==> config.mk <==
export PLATFORM = sky130hd
export DESIGN_NAME = glb_cfg_axil_bridge
export DESIGN_NICKNAME = d
export VERILOG_FILES = /design/src/rtl/glb_cfg_axil_bridge.sv
export SDC_FILE = /design/constraint.sdc
export NUM_CORES = 1
export LEC_CHECK = 0
export ABC_AREA = 1
export BUFFER_PORTS_ARGS = -buffer_cell sky130_fd_sc_hd__buf_2
export CORE_ASPECT_RATIO = 0.7
export CORE_MARGIN = 3
export CORE_UTILIZATION = 25
export DETAILED_ROUTE_END_ITERATION = 10
export PLACE_DENSITY_LB_ADDON = 0.3
export SYNTH_ARGS = -nofsm -noshare
export SYNTH_HDL_FRONTEND = slang
export SYNTH_SLANG_ARGS = --single-unit
==> constraint.sdc <==
create_clock -name clk -period 10.6 [get_ports clk]
set_input_delay 2.12 -clock clk [delete_from_list [all_inputs] [get_ports clk]]
set_output_delay 2.12 -clock clk [all_outputs]
set_load 0.005 [all_outputs]
==> src/rtl/glb_cfg_axil_bridge.sv <==
// AXI-lite slave to global cfg-chain bridge: one outstanding transaction,
// tile-range decode, one-cycle cfg strobes and bounded read-data wait.
module glb_cfg_axil_bridge #(
  parameter int unsigned AXI_ADDR_WIDTH      = 12,
  parameter int unsigned AXI_DATA_WIDTH      = 32,
  parameter int unsigned AXI_BYTE_OFFSET     = 2,
  parameter int unsigned REG_ADDR_WIDTH      = 6,
  parameter int unsigned TILE_SEL_ADDR_WIDTH = 4,
  parameter int unsigned NUM_TILES           = 12,
  parameter int unsigned RD_TIMEOUT          = 255
) (
  input  logic                      clk,
  input  logic                      reset,
  // AXI-lite write address / data / response
  input  logic [AXI_ADDR_WIDTH-1:0] awaddr,
  input  logic                      awvalid,
  output logic                      awready,
  input  logic [AXI_DATA_WIDTH-1:0] wdata,
  input  logic                      wvalid,
  output logic                      wready,
  output logic [1:0]                bresp,
  output logic                      bvalid,
  input  logic                      bready,
  // AXI-lite read
  input  logic [AXI_ADDR_WIDTH-1:0] araddr,
  input  logic                      arvalid,
  output logic                      arready,
  output logic [AXI_DATA_WIDTH-1:0] rdata,
  output logic [1:0]                rresp,
  output logic                      rvalid,
  input  logic                      rready,
  // cfg chain
  output logic                      cfg_wr_en,
  output logic                      cfg_wr_clk_en,
  output logic [AXI_ADDR_WIDTH-1:0] cfg_wr_addr,
  output logic [AXI_DATA_WIDTH-1:0] cfg_wr_data,
  output logic                      cfg_rd_en,
  output logic                      cfg_rd_clk_en,
  output logic [AXI_ADDR_WIDTH-1:0] cfg_rd_addr,
  input  logic [AXI_DATA_WIDTH-1:0] cfg_rd_data,
  input  logic                      cfg_rd_data_valid
);

  localparam int unsigned TILE_LSB = REG_ADDR_WIDTH + AXI_BYTE_OFFSET;
  localparam int unsigned CNT_W    = (RD_TIMEOUT < 2) ? 1 : $clog2(RD_TIMEOUT + 1);

  localparam logic [1:0] RESP_OKAY   = 2'b00;
  localparam logic [1:0] RESP_SLVERR = 2'b10;
  localparam logic [1:0] RESP_DECERR = 2'b11;

  typedef enum logic [2:0] {
    IDLE     = 3'd0,
    WR_ISSUE = 3'd1,
    WR_RESP  = 3'd2,
    RD_ISSUE = 3'd3,
    RD_WAIT  = 3'd4,
    RD_RESP  = 3'd5
  } state_e;

  state_e                    state_q, state_d;
  logic [AXI_ADDR_WIDTH-1:0] addr_q, addr_d;
  logic [AXI_DATA_WIDTH-1:0] wdata_q, wdata_d;
  logic [AXI_DATA_WIDTH-1:0] rdata_q, rdata_d;
  logic [1:0]                bresp_q, bresp_d;
  logic [1:0]                rresp_q, rresp_d;
  logic [CNT_W-1:0]          cnt_q, cnt_d;
  logic                      wr_accept_c;
  logic                      rd_accept_c;

  // Tile field lies directly above the per-tile register index.
  function automatic logic tile_ok(input logic [AXI_ADDR_WIDTH-1:0] a);
    return 32'(a[TILE_LSB +: TILE_SEL_ADDR_WIDTH]) < 32'(NUM_TILES);
  endfunction

  // Writes take priority; AW and W are only ever taken together.
  assign wr_accept_c = (state_q == IDLE) && !reset && awvalid && wvalid;
  assign rd_accept_c = (state_q == IDLE) && !reset && arvalid && !(awvalid && wvalid);

  always_ff @(posedge clk or posedge reset) begin
    if (reset) begin
      state_q <= IDLE;
      addr_q  <= '0;
      wdata_q <= '0;
      rdata_q <= '0;
      bresp_q <= RESP_OKAY;
      rresp_q <= RESP_OKAY;
      cnt_q   <= '0;
    end else begin
      state_q <= state_d;
      addr_q  <= addr_d;
      wdata_q <= wdata_d;
      rdata_q <= rdata_d;
      bresp_q <= bresp_d;
      rresp_q <= rresp_d;
      cnt_q   <= cnt_d;
    end
  end

  always_comb begin
    state_d = state_q;
    addr_d  = addr_q;
    wdata_d = wdata_q;
    rdata_d = rdata_q;
    bresp_d = bresp_q;
    rresp_d = rresp_q;
    cnt_d   = cnt_q;
    unique case (state_q)
      IDLE: begin
        if (wr_accept_c) begin
          addr_d  = awaddr;
          wdata_d = wdata;
          if (tile_ok(awaddr)) begin
            state_d = WR_ISSUE;
          end else begin
            bresp_d = RESP_DECERR;
            state_d = WR_RESP;
          end
        end else if (rd_accept_c) begin
          addr_d = araddr;
          if (tile_ok(araddr)) begin
            state_d = RD_ISSUE;
          end else begin
            rdata_d = '0;
            rresp_d = RESP_DECERR;
            state_d = RD_RESP;
          end
        end
      end
      WR_ISSUE: begin
        bresp_d = RESP_OKAY;
        state_d = WR_RESP;
      end
      WR_RESP: begin
        if (bready) state_d = IDLE;
      end
      RD_ISSUE: begin
        cnt_d   = '0;
        state_d = RD_WAIT;
      end
      // Wait is bounded: RD_TIMEOUT cycles in this state at most.
      RD_WAIT: begin
        cnt_d = cnt_q + CNT_W'(1);
        if (cfg_rd_data_valid) begin
          rdata_d = cfg_rd_data;
          rresp_d = RESP_OKAY;
          state_d = RD_RESP;
        end else if (cnt_d == CNT_W'(RD_TIMEOUT)) begin
          rdata_d = AXI_DATA_WIDTH'(32'hDEAD_BEEF);
          rresp_d = RESP_SLVERR;
          state_d = RD_RESP;
        end
      end
      RD_RESP: begin
        if (rready) state_d = IDLE;
      end
      default: state_d = IDLE;
    endcase
  end

  assign awready = wr_accept_c;
  assign wready  = wr_accept_c;
  assign arready = rd_accept_c;

  assign bvalid = (state_q == WR_RESP);
  assign bresp  = bresp_q;
  assign rvalid = (state_q == RD_RESP);
  assign rdata  = rdata_q;
  assign rresp  = rresp_q;

  // Strobes decode from distinct states, so they are mutually exclusive.
  assign cfg_wr_en   = (state_q == WR_ISSUE);
  assign cfg_wr_addr = cfg_wr_en ? addr_q : '0;
  assign cfg_wr_data = cfg_wr_en ? wdata_q : '0;
  assign cfg_rd_en   = (state_q == RD_ISSUE);
  assign cfg_rd_addr = cfg_rd_en ? addr_q : '0;

  assign cfg_wr_clk_en = 1'b1;
  assign cfg_rd_clk_en = 1'b1;

endmodule
### After elaboration in Yosys (flattened, before gate mapping)

Index checks and enable logic that the tools add are counted.

* register bits after elaboration: 91
* bits of input ports: 96
* output and inout bits: 101
* logic and storage cells: 73

* add/sub/neg operators: 1
* $lt $le $gt $ge: 2
* equal/unequal tests: 15
* mux-type cells: 30
* reductions and logical operators: 18

Operator list (number)
* two-way mux 32 bit: 6
* case mux 32 bit (2 select lines): 1
* two-way mux 12 bit: 4
* two-way mux 3 bit: 7
* case mux 3 bit (6 select lines): 1
* two-way mux 2 bit: 8
* case mux 8 bit (2 select lines): 1
* inequality test 2 bit (second input constant): 5
* adder 8 x 1 -> 8 bit (second input constant): 1
* == test 8 bit (second input constant): 1
* < comparator 4 bit (second input constant): 2
* case mux 2 bit (2 select lines): 2
* nonzero test 2 bit: 4
* == test 3 x 2 -> 1 bit (second input constant): 2
* == test 3 bit (second input constant): 2
* logical AND 1 bit: 6
* inequality test 3 bit (second input constant): 2
* AND reduction 5 bit: 1
* inequality test 2 x 1 -> 1 bit (second input constant): 2
* AND reduction 2 bit: 2
* AND reduction 4 bit: 1
* == test 3 x 1 -> 1 bit (second input constant): 1
* logical NOT 3 bit: 1
* AND reduction 3 bit: 1
* logical NOT 1 bit: 2

### Depth between registers and ports, before layout

Gate-level depths: netlist of the first run.

* word-level depth: 7
* gate-level depth with buffers: 13
* mapped depth without buffers: 12

### Least setup slack after synthesis of the first run

OpenSTA, ideal clock, no wires.

* path kind: input -> output
* from: input reset
* to: output wready
* arrival: 5.226 ns
* required time: 8.480 ns
* setup slack: 3.254 ns
* cell stages on the path: 6
* path buffers: 3
* cell sequence: inv_1 nand3_2 inv_2 buf_4 buf_2 buf_4

* cells in the longest elaborated chain, start to end: 4

Ends and longest elaborated chain
* start: declaration: RTL line 13 `input logic reset,`
* logical NOT 1 bit (no line)
* logical AND 1 bit (3 in a row): RTL line 76 `assign wr_accept_c = (state_q == IDLE) && !reset && awvalid && wvalid;`
* end: declaration: RTL line 20 `output logic wready,`

No other way between the ends.

### Final worst setup path of the first run

Same ends and word-level chain as after synthesis.

==> results.txt, run 1 <==
----------------------------------------------------
[Clocking]
  CTS Buffer Depth ... 2
  Buffers inserted by post-CTS timing repair ... 0
  Skew-Pair Late Insertion Delay ... 350 ps
  TritonCTS clock tree ... yes
  Cell at the root of the clock tree ... clkbuf_16
  Post-CTS Resized ... 0
  Reg clk slew, reported paths ... 70 ps
  TritonCTS buffer count ... 9
  Num Clock Sinks ... 90
  Htree depth ... 3
  Post-CTS Hold Buffers ... 0

[Global route]
  Number of global-route vias before repair ... 4,140
  Grt total ovfl ... 0
  GRT Resource Usage Total ... 0.1328
  Wire length of the first global-routing pass ... 21.66 mm
  Antenna violations before repair ... 0
  Largest net degree at the start of global routing ... 80

[Worst setup path]
  Crit path kind ... primary input to primary output
  Crit-path max cell delay ... 560 ps
  CP Max Fanout ... 79
  Library cell appearing most often on the critical path ... buf_2
  Cell with the biggest individual delay on the critical path ... buf_4
  Arrival time of the worst setup path ... 4110 ps
  Category of the worst setup path launch point ... primary input
  CP Capture Type ... primary output
  Worst path required time ... 8480 ps
  Cells along the critical path ... buf_2 > inv_4 > nand3_2 > inv_2 > buf_4 > buf_2

[Synth]
  Post-Synthesis Cells ... 601
  Synthesized flop and latch total ... 90
  Synthesized area ... 0.004627 mm²
  Yosys top cell by area ... dfrtp_1
  Distinct cell type count after synthesis ... 29
  Portion of synthesized cell area occupied by the leading cell type ... 0.4867
  Top post-synthesis cells by area ... dfrtp_1 (49%), nand2_1 (13%), nor2_1 (11%), inv_1 (5.1%), nand3_2 (4.1%)
  Syn. warnings ... 0
  Part of the Yosys area used for sequential elements ... 0.4867
  Mean instance size in the synthesized netlist ... 7.699 µm²

[STA]
  Worst-margin pin slew ... 1037 ps
  Final period util ... 0.5880
  Max frequency ... 0.1604 GHz
  Hold slack ... 468.7 ps
  Total of endpoints with negative setup slack in the final report ... 0
  Post-route clock skew ... 12.01 ps
  Hold violation total from the final report ... 0
  Worst path setup slack after routing ... 4367 ps
  Min Tclk post-route ... 6233 ps
  Setup repair after global routing missed its margin ... no
  Max-slew violation count ... 0
  Accumulated negative setup slack ... 0 ps
  Slew margin rel. ... 0.3073

[Route]
  Number of DRC violations after detailed routing ... 0
  Avg Vias per Cell ... 4.186
  Length of the first detailed-routing pass in iterations ... 4
  Wirelength per Cell ... 13.31 µm
  Count of nets left with antenna violations after detail routing ... 0
  Vias ... 4,236
  Routed wire length ... 13.47 mm
  Drt first-iter violations ... 241

[Finish]
  Number of nets in the finished design ... 874
  Count of filler cells inserted in the layout ... 1,921
  Final cell count without fillers ... 1,012
  Area overhead of the layout relative to synthesis ... 28.75%
  Share of the core filled with cells in the final layout ... 0.3372
  Post-route cell area ... 0.005957 mm²
  Layout cell share with drive strength beyond 1 ... 0.3175
  Number of antenna diodes ... 0

[Placement]
  Count of buffers from port buffering ... 194
  Placed Area ... 0.005664 mm²
  Post-DP HPWL ... 9.572 mm
  Final Wtd Congestion ... 0.8001
  Placed Cells ... 996
  Pre-CTS setup slack ... 4326 ps

[Die]
  Total die area ... 0.02020 mm²
  Die Span X ... 168.6 µm
  Die height ... 119.8 µm
  Floorplan Core Area ... 0.01767 mm²
  Boundary Pins ... 197
  Std cell rows ... 40
  Initial Utilization ... 0.2619

[Power and ir drop]
  Overall power of the completed layout ... 1.393 mW
  Peak ir drop on the vdd network ... 0.00008258 V
  Power density over the cells ... 233.9 mW/mm²
  Pleak ... 3.377 nW

[Run status]
  Run status ... complete, no violations

[Run]
  Max-cap violations ... 0

[Hold path]
  Worst min path class ... flop to flop

----------------------------------------------------
## worst max-delay path: cells and delay by family
family        cells  cell delay (ps)
simple gates      1              460
buf+inv           5             1440
## flip-flops by register name, indices dropped and copies added, names as in the netlist
signal / flops
rdata: 32
addr_q: 12
rresp: 2
bresp: 1
state_q: 3
wdata_q: 32
cnt_q: 8
## layout make-up
| cell class | instances | area (µm²) | area share |
|---|---|---|---|
| clock buffer | 9 | 225.2 | 0.03781 |
| tap | 231 | 289.0 | 0.04852 |
| inverter | 70 | 265.3 | 0.04453 |
| multi-input combinational | 408 | 1864 | 0.3130 |
| sequential | 90 | 2252 | 0.3781 |
| clock inverter | 7 | 67.56 | 0.01134 |
| timing repair buffer | 197 | 993.5 | 0.1668 |
## per-layer routing
| metal | GRT usage | vias to the layer above | wire length [µm] | share of wire |
|---|---|---|---|---|
| li1 | - | 2192 | - | - |
| met1 | 0.1891 | 1880 | 6636 | 0.49 |
| met2 | 0.1961 | 159 | 5587 | 0.41 |
| met3 | 0.04643 | 5 | 1173 | 0.087 |
| met4 | 0.02453 | 0 | 73 | 0.0054 |
| met5 | 0 | - | 0 | 0 |
## power by group
part	switching (mW)	total (mW)	leakage (nW)	internal, mW
sequential	0.0633	0.537	1.14	0.474
combinational	0.339	0.535	2.10	0.196
clock	0.155	0.321	0.142	0.166
## worst paths after layout
path / startpoint / to / slack (ps) / depth (start not counted)
setup / recovery: reset / wready / 4370 / 6
hold / removal: rdata[12] / rdata[12] / 470 / 2
setup reg to reg: state_q[0] / rdata[26] / 8040 / 8
hold reg to reg: rdata[12] / rdata[12] / 470 / 2
max in group asynchronous: reset / rdata[23] / 7660 / 3
min in group asynchronous: reset / wdata_q[6] / 1840 / 2
## cells in the final DEF, fill, tap and decap left out
cell type   instances
nand2_2             1
inv_8               3
clkinvlp_4          1
nand4_2             1
nand3_1            21
buf_2             194
clkinv_1            1
a21oi_4             1
nand3_2            19
inv_1              62
nand4_1             2
nand2_1           164
nor2_1            130
o21ai_0            16
nor3_1              2
inv_2               6
inv_4               1
conb_1              2
nand2_4             3
dfrtp_1            90
nor2_2              2
ha_1                2
o22ai_1             4
nor2_8              1
clkbuf_16           9
a31oi_1            13
inv_6               1
o211ai_1            1
clkinv_4            2
o21ai_1            23
buf_4               3
## cell usage after synthesis
cell type	count
inv_2	6
a21oi_4	1
nor3_1	2
nor2_1	130
clkinv_1	1
nor2_2	2
nand2_4	3
buf_2	6
o21ai_1	23
nand4_2	1
clkbuf_1	11
buf_6	5
o22ai_1	4
o21ai_0	16
dfrtp_1	90
buf_12	3
nand3_2	19
nand2_2	1
a31oi_1	13
ha_1	2
inv_1	63
nand2_1	164
o211ai_1	1
nand3_1	21
buf_4	8
nor2_8	1
buf_1	1
conb_1	1
nand4_1	2
## cells by family (layout without fill, tap and decap cells)
group / after synthesis / count (layout) / share of synthesized area
and+or+nand+nor: 346 / 346 / 0.3256
buffers and inverters: 104 / 283 / 0.1111
DFF: 90 / 90 / 0.4867
AOI/OAI and AO/OA: 58 / 58 / 0.07031
adders and majority gates: 2 / 2 / 0.005407
other: 1 / 2 / 0.0008105
Note: power is estimated with default switching activity, not from simulation.
==> inputs of run 2 (changes only) <==
- ABC_AREA: 1 -> 0
- clock period: 10.6 -> 6.16 ns (I/O delays scaled with it)
==> run 2 against run 1 <==
- wire length shrank 3.5%
- die area shrank 4.8%
- synthesized area shrank 5.0%
- sequential share of layout area grew 0.63 points
- final cell count shrank 11%
- clock power grew 86%
- global-route usage grew 0.37 points
- synthesized cell count shrank 16%
- cell area shrank 1.6%
- worst hold slack lost 2.7 ps
- non-clock buffer count grew 5
- critical path type unchanged
- critical endpoint is now arready
- largest power group unchanged
==> results.txt, run 2 <==
----------------------------------------------------
[Run status]
  Run status ... complete, no violations

[Hold path]
  Worst min path class ... flop to flop

[Worst setup path]
  Crit path kind ... primary input to primary output
  Category of the worst setup path launch point ... primary input
  Worst path required time ... 4930 ps (-3550 ps)
  Arrival time of the worst setup path ... 2580 ps (-1530 ps)
  Reg2Reg Setup Slack ... 3680 ps (-4360 ps)
  CP Capture Type ... primary output
  CP Max Fanout ... 11 (-86%)

[Clocking]
  Cell at the root of the clock tree ... clkbuf_16
  TritonCTS clock tree ... yes
  CTS Buffer Depth ... 2 (unchanged)
  TritonCTS buffer count ... 9 (unchanged)
  Post-CTS Hold Buffers ... 0 (unchanged)
  Num Clock Sinks ... 90 (unchanged)
  Post-CTS Resized ... 0 (unchanged)
  Buffers inserted by post-CTS timing repair ... 0 (unchanged)
  Htree depth ... 3 (unchanged)
  Reg clk slew, reported paths ... 60 ps (about the same)
  Skew-Pair Late Insertion Delay ... 350 ps (about the same)

[Global route]
  GRT Resource Usage Total ... 0.1365 (+0.003700)
  Grt total ovfl ... 0 (unchanged)
  Number of global-route vias before repair ... 3,881 (-6.3%)
  Largest net degree at the start of global routing ... 56 (-30%)
  Wire length of the first global-routing pass ... 20.62 mm (-4.8%)
  Antenna violations before repair ... 0 (unchanged)

[Synth]
  Part of the Yosys area used for sequential elements ... 0.5125 (+0.02578)
  Portion of synthesized cell area occupied by the leading cell type ... 0.5125 (+0.02578)
  Share of synthesized registers carrying an async set or reset ... 1.000 (unchanged)
  Syn. warnings ... 0 (unchanged)
  Synthesized flop and latch total ... 90 (unchanged)
  Distinct cell type count after synthesis ... 43 (+48%)
  Primary flip-flop cell chosen by synthesis mapping ... dfrtp_1
  Most used standard cell by instance count after synthesis ... nand2_1
  Synthesized area ... 0.004394 mm² (-5.0%)
  Yosys top cell by area ... dfrtp_1
  Mean instance size in the synthesized netlist ... 8.736 µm² (+13%)
  Number of enable flip-flop cells after synthesis ... 0 (unchanged)
  Post-Synthesis Cells ... 503 (-16%)
  Post-synth top cells ... nand2_1 (120), dfrtp_1 (90), a21oi_1 (57), and3_1 (45), inv_1 (30)
  Top post-synthesis cells by area ... dfrtp_1 (51%), nand2_1 (10%), a21oi_1 (6.5%), and3_1 (6.4%), mux2i_1 (2.7%)

[Placement]
  Post-DP HPWL ... 9.109 mm (-4.8%)
  Pre-CTS setup slack ... 2339 ps (-1988 ps)
  Final Wtd Congestion ... 0.7506 (-6.2%)
  Count of buffers from port buffering ... 194 (unchanged)

[Route]
  Vias ... 4,020 (-5.1%)
  Count of nets left with antenna violations after detail routing ... 0 (unchanged)
  Drt first-iter violations ... 169 (-30%)
  Length of the first detailed-routing pass in iterations ... 4 (unchanged)
  Routed wire length ... 13.01 mm (-3.5%)
  Number of DRC violations after detailed routing ... 0 (unchanged)
  Avg Vias per Cell ... 4.447 (+6.2%)
  Wirelength per Cell ... 14.39 µm (+8.1%)

[Finish]
  Most common cell after layout, fill and taps aside ... buf_2
  Number of antenna diodes ... 0 (unchanged)
  Highest-count cells in the layout ignoring fill and taps ... buf_2 (194), nand2_1 (120), dfrtp_1 (90)
  Area overhead of the layout relative to synthesis ... 33.34%
  Layout cell share with drive strength beyond 1 ... 0.3328 (+0.01530)
  Number of nets in the finished design ... 773 (-12%)
  Count of filler cells inserted in the layout ... 1,798 (-6.4%)

[Die]
  Std cell rows ... 39 (-2.5%)
  Die height ... 116.9 µm (-2.4%)
  Floorplan Core Area ... 0.01679 mm² (-5.0%)
  Boundary Pins ... 197 (unchanged)
  Initial Utilization ... 0.2618 (about the same)
  Die Span X ... 164.5 µm (-2.5%)
  Total die area ... 0.01923 mm² (-4.8%)

[STA]
  Max frequency ... 0.2626 GHz
  Min Tclk post-route ... 3809 ps
  Total of endpoints with negative setup slack in the final report ... 0 (unchanged)
  Hold violation total from the final report ... 0 (unchanged)
  Worst-margin pin slew ... 1023 ps (-13.69 ps)
  Setup repair after global routing missed its margin ... no
  Accumulated negative setup slack ... 0 ps (unchanged)
  Slew margin rel. ... 0.3154 (+0.008151)
  Final period util ... 0.6183
  Worst path setup slack after routing ... 2351 ps (-2016 ps)
  Post-route clock skew ... 9.512 ps (-2.499 ps)
  Max-slew violation count ... 0 (unchanged)

[Power and ir drop]
  Logic pwr share ... 0.356 (-0.028)
  Peak ir drop on the vdd network ... 0.0001464 V (+77%)
  Power density over the cells ... 427.8 mW/mm² (+83%)
  Pleak ... 3.323 nW (-1.6%)
  Sw Pwr ... 0.8974 mW (+61%)
  Clock network fraction of total power ... 0.238 (+0.008)
  Fraction of power consumed by sequential logic ... 0.406 (+0.021)
  Switch share ... 0.3580 (-0.04246)
  Internal power ... 1.609 mW (+93%)

[Run]
  Max-cap violations ... 0 (unchanged)

----------------------------------------------------
-- run 2: changes by cell type after synthesis, sizes merged, moves of 8 or more --
| cell | previous run | this run |
|---|---|---|
| nand3 | 40 | 7 |
| a22o | 0 | 8 |
| and2 | 0 | 15 |
| a21oi | 1 | 57 |
| a31oi | 13 | 2 |
| mux2i | 0 | 12 |
| and3 | 0 | 45 |
| o21ai | 39 | 23 |
| inv | 69 | 30 |
| clkbuf | 11 | 28 |
| nor2 | 133 | 14 |
| nand2 | 168 | 120 |
| buf | 23 | 14 |
-- run 2: power by group through the flow --
stage	Clock [mW]	Combinational [mW]	Sequential (mW)
6_report	0.598	0.892	1.02
5_1_grt	0.652	1.03	1.05
4_1_cts	0.624	0.910	1.02
3_5_place_dp	0	0.911	1.02
3_3_place_gp	0	0.909	1.02
2_1_floorplan	0	0.567	0.978
-- run 2: cell type report --
cell class / count / area (µm²) / share of cell area
flip-flops and latches: 90 / 2252 / 0.3844
well taps: 225 / 281.5 / 0.04805
repair buffers: 202 / 1031 / 0.1760
clock inverters: 4 / 76.32 / 0.01303
multi-input cells: 341 / 1857 / 0.3169
inverters: 31 / 118.9 / 0.02029
clock buffers: 11 / 242.7 / 0.04143
-- run 2: worst max-delay path, cell delays in order --
cell and delay [ps]:
buf_2 140, nor4_2 260, nand2_1 470, a21oi_1 310
buf_2 160
-- run 2: through the flow --
step / power, mW / util / cell area, µm² / hold slack, ps / std cells
finish: 2.507 / 0.3491 / 5859 / 466.0 / 904
global route: 2.735 / 0.3491 / 5859 / 481.7 / 904
CTS: 2.551 / 0.3491 / 5859 / 470.5 / 904
detailed placement: 1.933 / 0.3301 / 5540 / 454.0 / 889
global placement: 1.931 / 0.3301 / 5540 / 450.4 / 889
floorplan: 1.545 / - / 4398 / 437.4 / 504
-- run 2: final timing paths --
check | from | to | cells past startpoint
max | reset | arready | 5
min | wdata_q[17] | wdata_q[17] | 2
max reg2reg | state_q[0] | cnt_q[7] | 6
min reg2reg | wdata_q[17] | wdata_q[17] | 2
max in group asynchronous | reset | rdata[6] | 3
min in group asynchronous | reset | rdata[11] | 2
-- run 2: cell families after synthesis --
kind of cell    Yosys count  share of synthesized area
buf+inv                  73                    0.06919
fa+ha+maj                 2                   0.005694
compound gates          107                     0.1441
other cells               1                  0.0008534
flops                    90                     0.5125
mux                      12                    0.02734
simple gates            218                     0.2403
-- run 2: layer usage --
metal	GRT usage	vias to the layer above	wire length (µm)
li1	-	2025	-
met1	0.1895	1874	6205
met2	0.2116	114	5932
met3	0.03482	7	728
met4	0.04022	0	139
met5	0	-	0
==> inputs of run 3 (changes only) <==
- ABC_AREA: 0 -> 1
- clock period: 6.16 -> 3.9 ns (I/O delays scaled with it)
==> run 3 against run 2 <==
- clock skew barely moved
- sequential cell count unchanged
- non-clock buffer count is 2 lower
- critical path depth shrank 1
- wire length is 3.4% higher
- critical path type is now flop to primary output
- critical endpoint is now cfg_wr_addr[1]
- largest cell class unchanged
==> results.txt, run 3 (synthesized netlist as in run 1, its figures left out) <==
----------------------------------------------------
[Finish]
  Area overhead of the layout relative to synthesis ... 29.94%
  Count of filler cells inserted in the layout ... 1,949 (+8.4%)
  Post-route cell area ... 0.006012 mm² (+2.6%)
  Number of antenna diodes ... 0 (unchanged)
  Highest-count cells in the layout ignoring fill and taps ... buf_2 (194), nand2_1 (164), nor2_1 (130)
  Number of nets in the finished design ... 877 (+13%)
  Layout cell share with drive strength beyond 1 ... 0.3202 (-0.01269)
  Final cell count without fillers ... 1,015 (+12%)
  Most common cell after layout, fill and taps aside ... buf_2

[Run]
  Max-cap violations ... 0 (unchanged)

[Die]
  Die height ... 119.8 µm (+2.5%)
  Initial Utilization ... 0.2619 (about the same)
  Floorplan Core Area ... 0.01767 mm² (+5.2%)
  Boundary Pins ... 197 (unchanged)
  Total die area ... 0.02020 mm² (+5.1%)
  Std cell rows ... 40 (+2.6%)
  Die Span X ... 168.6 µm (+2.5%)

[Route]
  Drt first-iter violations ... 248 (+47%)
  Vias ... 4,284 (+6.6%)
  Wirelength per Cell ... 13.25 µm (-7.9%)
  Avg Vias per Cell ... 4.221 (-5.1%)
  Count of nets left with antenna violations after detail routing ... 0 (unchanged)
  Length of the first detailed-routing pass in iterations ... 4 (unchanged)
  Number of DRC violations after detailed routing ... 0 (unchanged)
  Routed wire length ... 13.45 mm (+3.4%)

[STA]
  Min Tclk post-route ... 2731 ps
  Max frequency ... 0.3661 GHz
  Total of endpoints with negative setup slack in the final report ... 0 (unchanged)
  Accumulated negative setup slack ... 0 ps (unchanged)
  Post-route clock skew ... 9.989 ps (+0.4766 ps)
  Hold slack ... 464.6 ps (-1.350 ps)
  Max-slew violation count ... 0 (unchanged)
  Hold violation total from the final report ... 0 (unchanged)
  Setup repair after global routing missed its margin ... no
  Worst-margin pin slew ... 871.8 ps (-151.2 ps)
  Final period util ... 0.7004
  Slew margin rel. ... 0.4188 (+0.1033)

[Placement]
  Count of buffers from port buffering ... 194 (unchanged)
  Placed Cells ... 999 (+12%)
  Placed Area ... 0.005688 mm² (+2.7%)
  Final Wtd Congestion ... 0.7755 (+3.3%)
  Post-DP HPWL ... 9.790 mm (+7.5%)

[Clocking]
  CTS Buffer Depth ... 2 (unchanged)
  Post-CTS Hold Buffers ... 0 (unchanged)
  Buffers inserted by post-CTS timing repair ... 0 (unchanged)
  Cell at the root of the clock tree ... clkbuf_16
  Skew-Pair Late Insertion Delay ... 330 ps (-20 ps)
  TritonCTS buffer count ... 9 (unchanged)
  Num Clock Sinks ... 90 (unchanged)
  Reg clk slew, reported paths ... 70 ps (about the same)
  Post-CTS Resized ... 0 (unchanged)
  Htree depth ... 3 (unchanged)
  TritonCTS clock tree ... yes

[Global route]
  Largest net degree at the start of global routing ... 74 (+32%)
  Number of global-route vias before repair ... 4,179 (+7.7%)
  GRT Resource Usage Total ... 0.1331 (-0.003377)
  Grt total ovfl ... 0 (unchanged)
  Antenna violations before repair ... 0 (unchanged)
  Wire length of the first global-routing pass ... 21.73 mm (+5.4%)

[Worst setup path]
  Category of the worst setup path launch point ... flop
  Worst reg2reg path startpoint ... state_q[0]
  Depth of the worst register-to-register path ... 8 (+2)
  CP Capture Type ... primary output
  Arrival time of the worst setup path ... 1950 ps (-630 ps)
  Worst path required time ... 3120 ps (-1810 ps)
  Library cell appearing most often on the critical path ... nor2_1
  Cell with the biggest individual delay on the critical path ... inv_2
  Crit-path max cell delay ... 600 ps (+130 ps)
  Cells along the critical path ... nor2_1 > inv_2 > nor2_1 > buf_2
  Reg-to-Reg End ... addr_q[2]
  CP Max Fanout ... 45 (+34)
  Reg2Reg Setup Slack ... 1560 ps (-2120 ps)
  Crit path kind ... flop to primary output

[Power and ir drop]
  Clock network fraction of total power ... 0.246 (+0.008)
  Sw Pwr ... 1.491 mW (+66%)
  Pleak ... 3.403 nW (+2.4%)
  Logic pwr share ... 0.377 (+0.021)
  Internal power ... 2.394 mW (+49%)
  Power density over the cells ... 646.1 mW/mm² (+51%)
  Peak ir drop on the vdd network ... 0.0002763 V (+89%)
  Switch share ... 0.3837 (+0.02573)
  Fraction of power consumed by sequential logic ... 0.377 (-0.029)

[Hold path]
  Hold Path End ... rdata[3]
  Worst min path class ... flop to flop
  Hold path cells ... 2 (unchanged)
  Hold path startpoint ... rdata[3]

[Run status]
  Run status ... complete, no violations

----------------------------------------------------
==> run 3: power groups by stage <==
stage	logic [mW]	registers (mW)	clock network, mW
detailed placement	1.50	1.47	0
finish	1.46	1.47	0.957
CTS	1.50	1.46	1.00
global route	1.69	1.51	1.03
floorplan	1.02	1.45	0
global placement	1.48	1.48	0
==> run 3: how the worst max path moves through the flow <==
| stage | endpoint | depth (start not counted) | slack, ps | start |
|---|---|---|---|---|
| finish | cfg_wr_addr[1] | 4 | 1170 | state_q[2] |
| global route | cfg_wr_addr[1] | 4 | 950 | state_q[2] |
| detailed placement | rdata[18] | 9 | 1150 | reset |
| floorplan | wready | 6 | 20 | reset |
| CTS | cfg_wr_addr[1] | 4 | 1070 | state_q[2] |
| global placement | awready | 6 | 1170 | wvalid |
==> run 3: area by class of cell <==
cell class              count  area (µm²)  share of cell area
repair buffers            200        1016              0.1690
inverters                  70       266.5             0.04433
clock inverters             7       98.84             0.01644
well taps                 231       289.0             0.04807
flip-flops and latches     90        2252              0.3746
clock buffers               9       225.2             0.03746
multi-input cells         408        1864              0.3101
==> run 3: through the flow <==
| stage | util | setup WS, ps | total power [mW] |
|---|---|---|---|
| finish | 0.3403 | 1169 | 3.885 |
| global route | 0.3403 | 946.0 | 4.230 |
| CTS | 0.3403 | 1070 | 3.962 |
| detailed placement | 0.3220 | 1149 | 2.974 |
| global placement | 0.3220 | 1167 | 2.958 |
| floorplan | - | 15.08 | 2.461 |
==> run 3: worst max-delay path, delay by kind of cell, from the launching register on <==
| kind | cells | cell delay, ps |
|---|---|---|
| buffers and inverters | 2 | 770 |
| flip-flops | 1 | 550 |
| AND/OR/NAND/NOR | 2 | 290 |
==> run 3: layer usage <==
metal,track usage,share of wire,vias up
met4,0.02299,0.0058,0
met1,0.1900,0.50,1903
met3,0.04544,0.088,7
met2,0.1979,0.41,174
li1,-,-,2200
met5,0,0,-
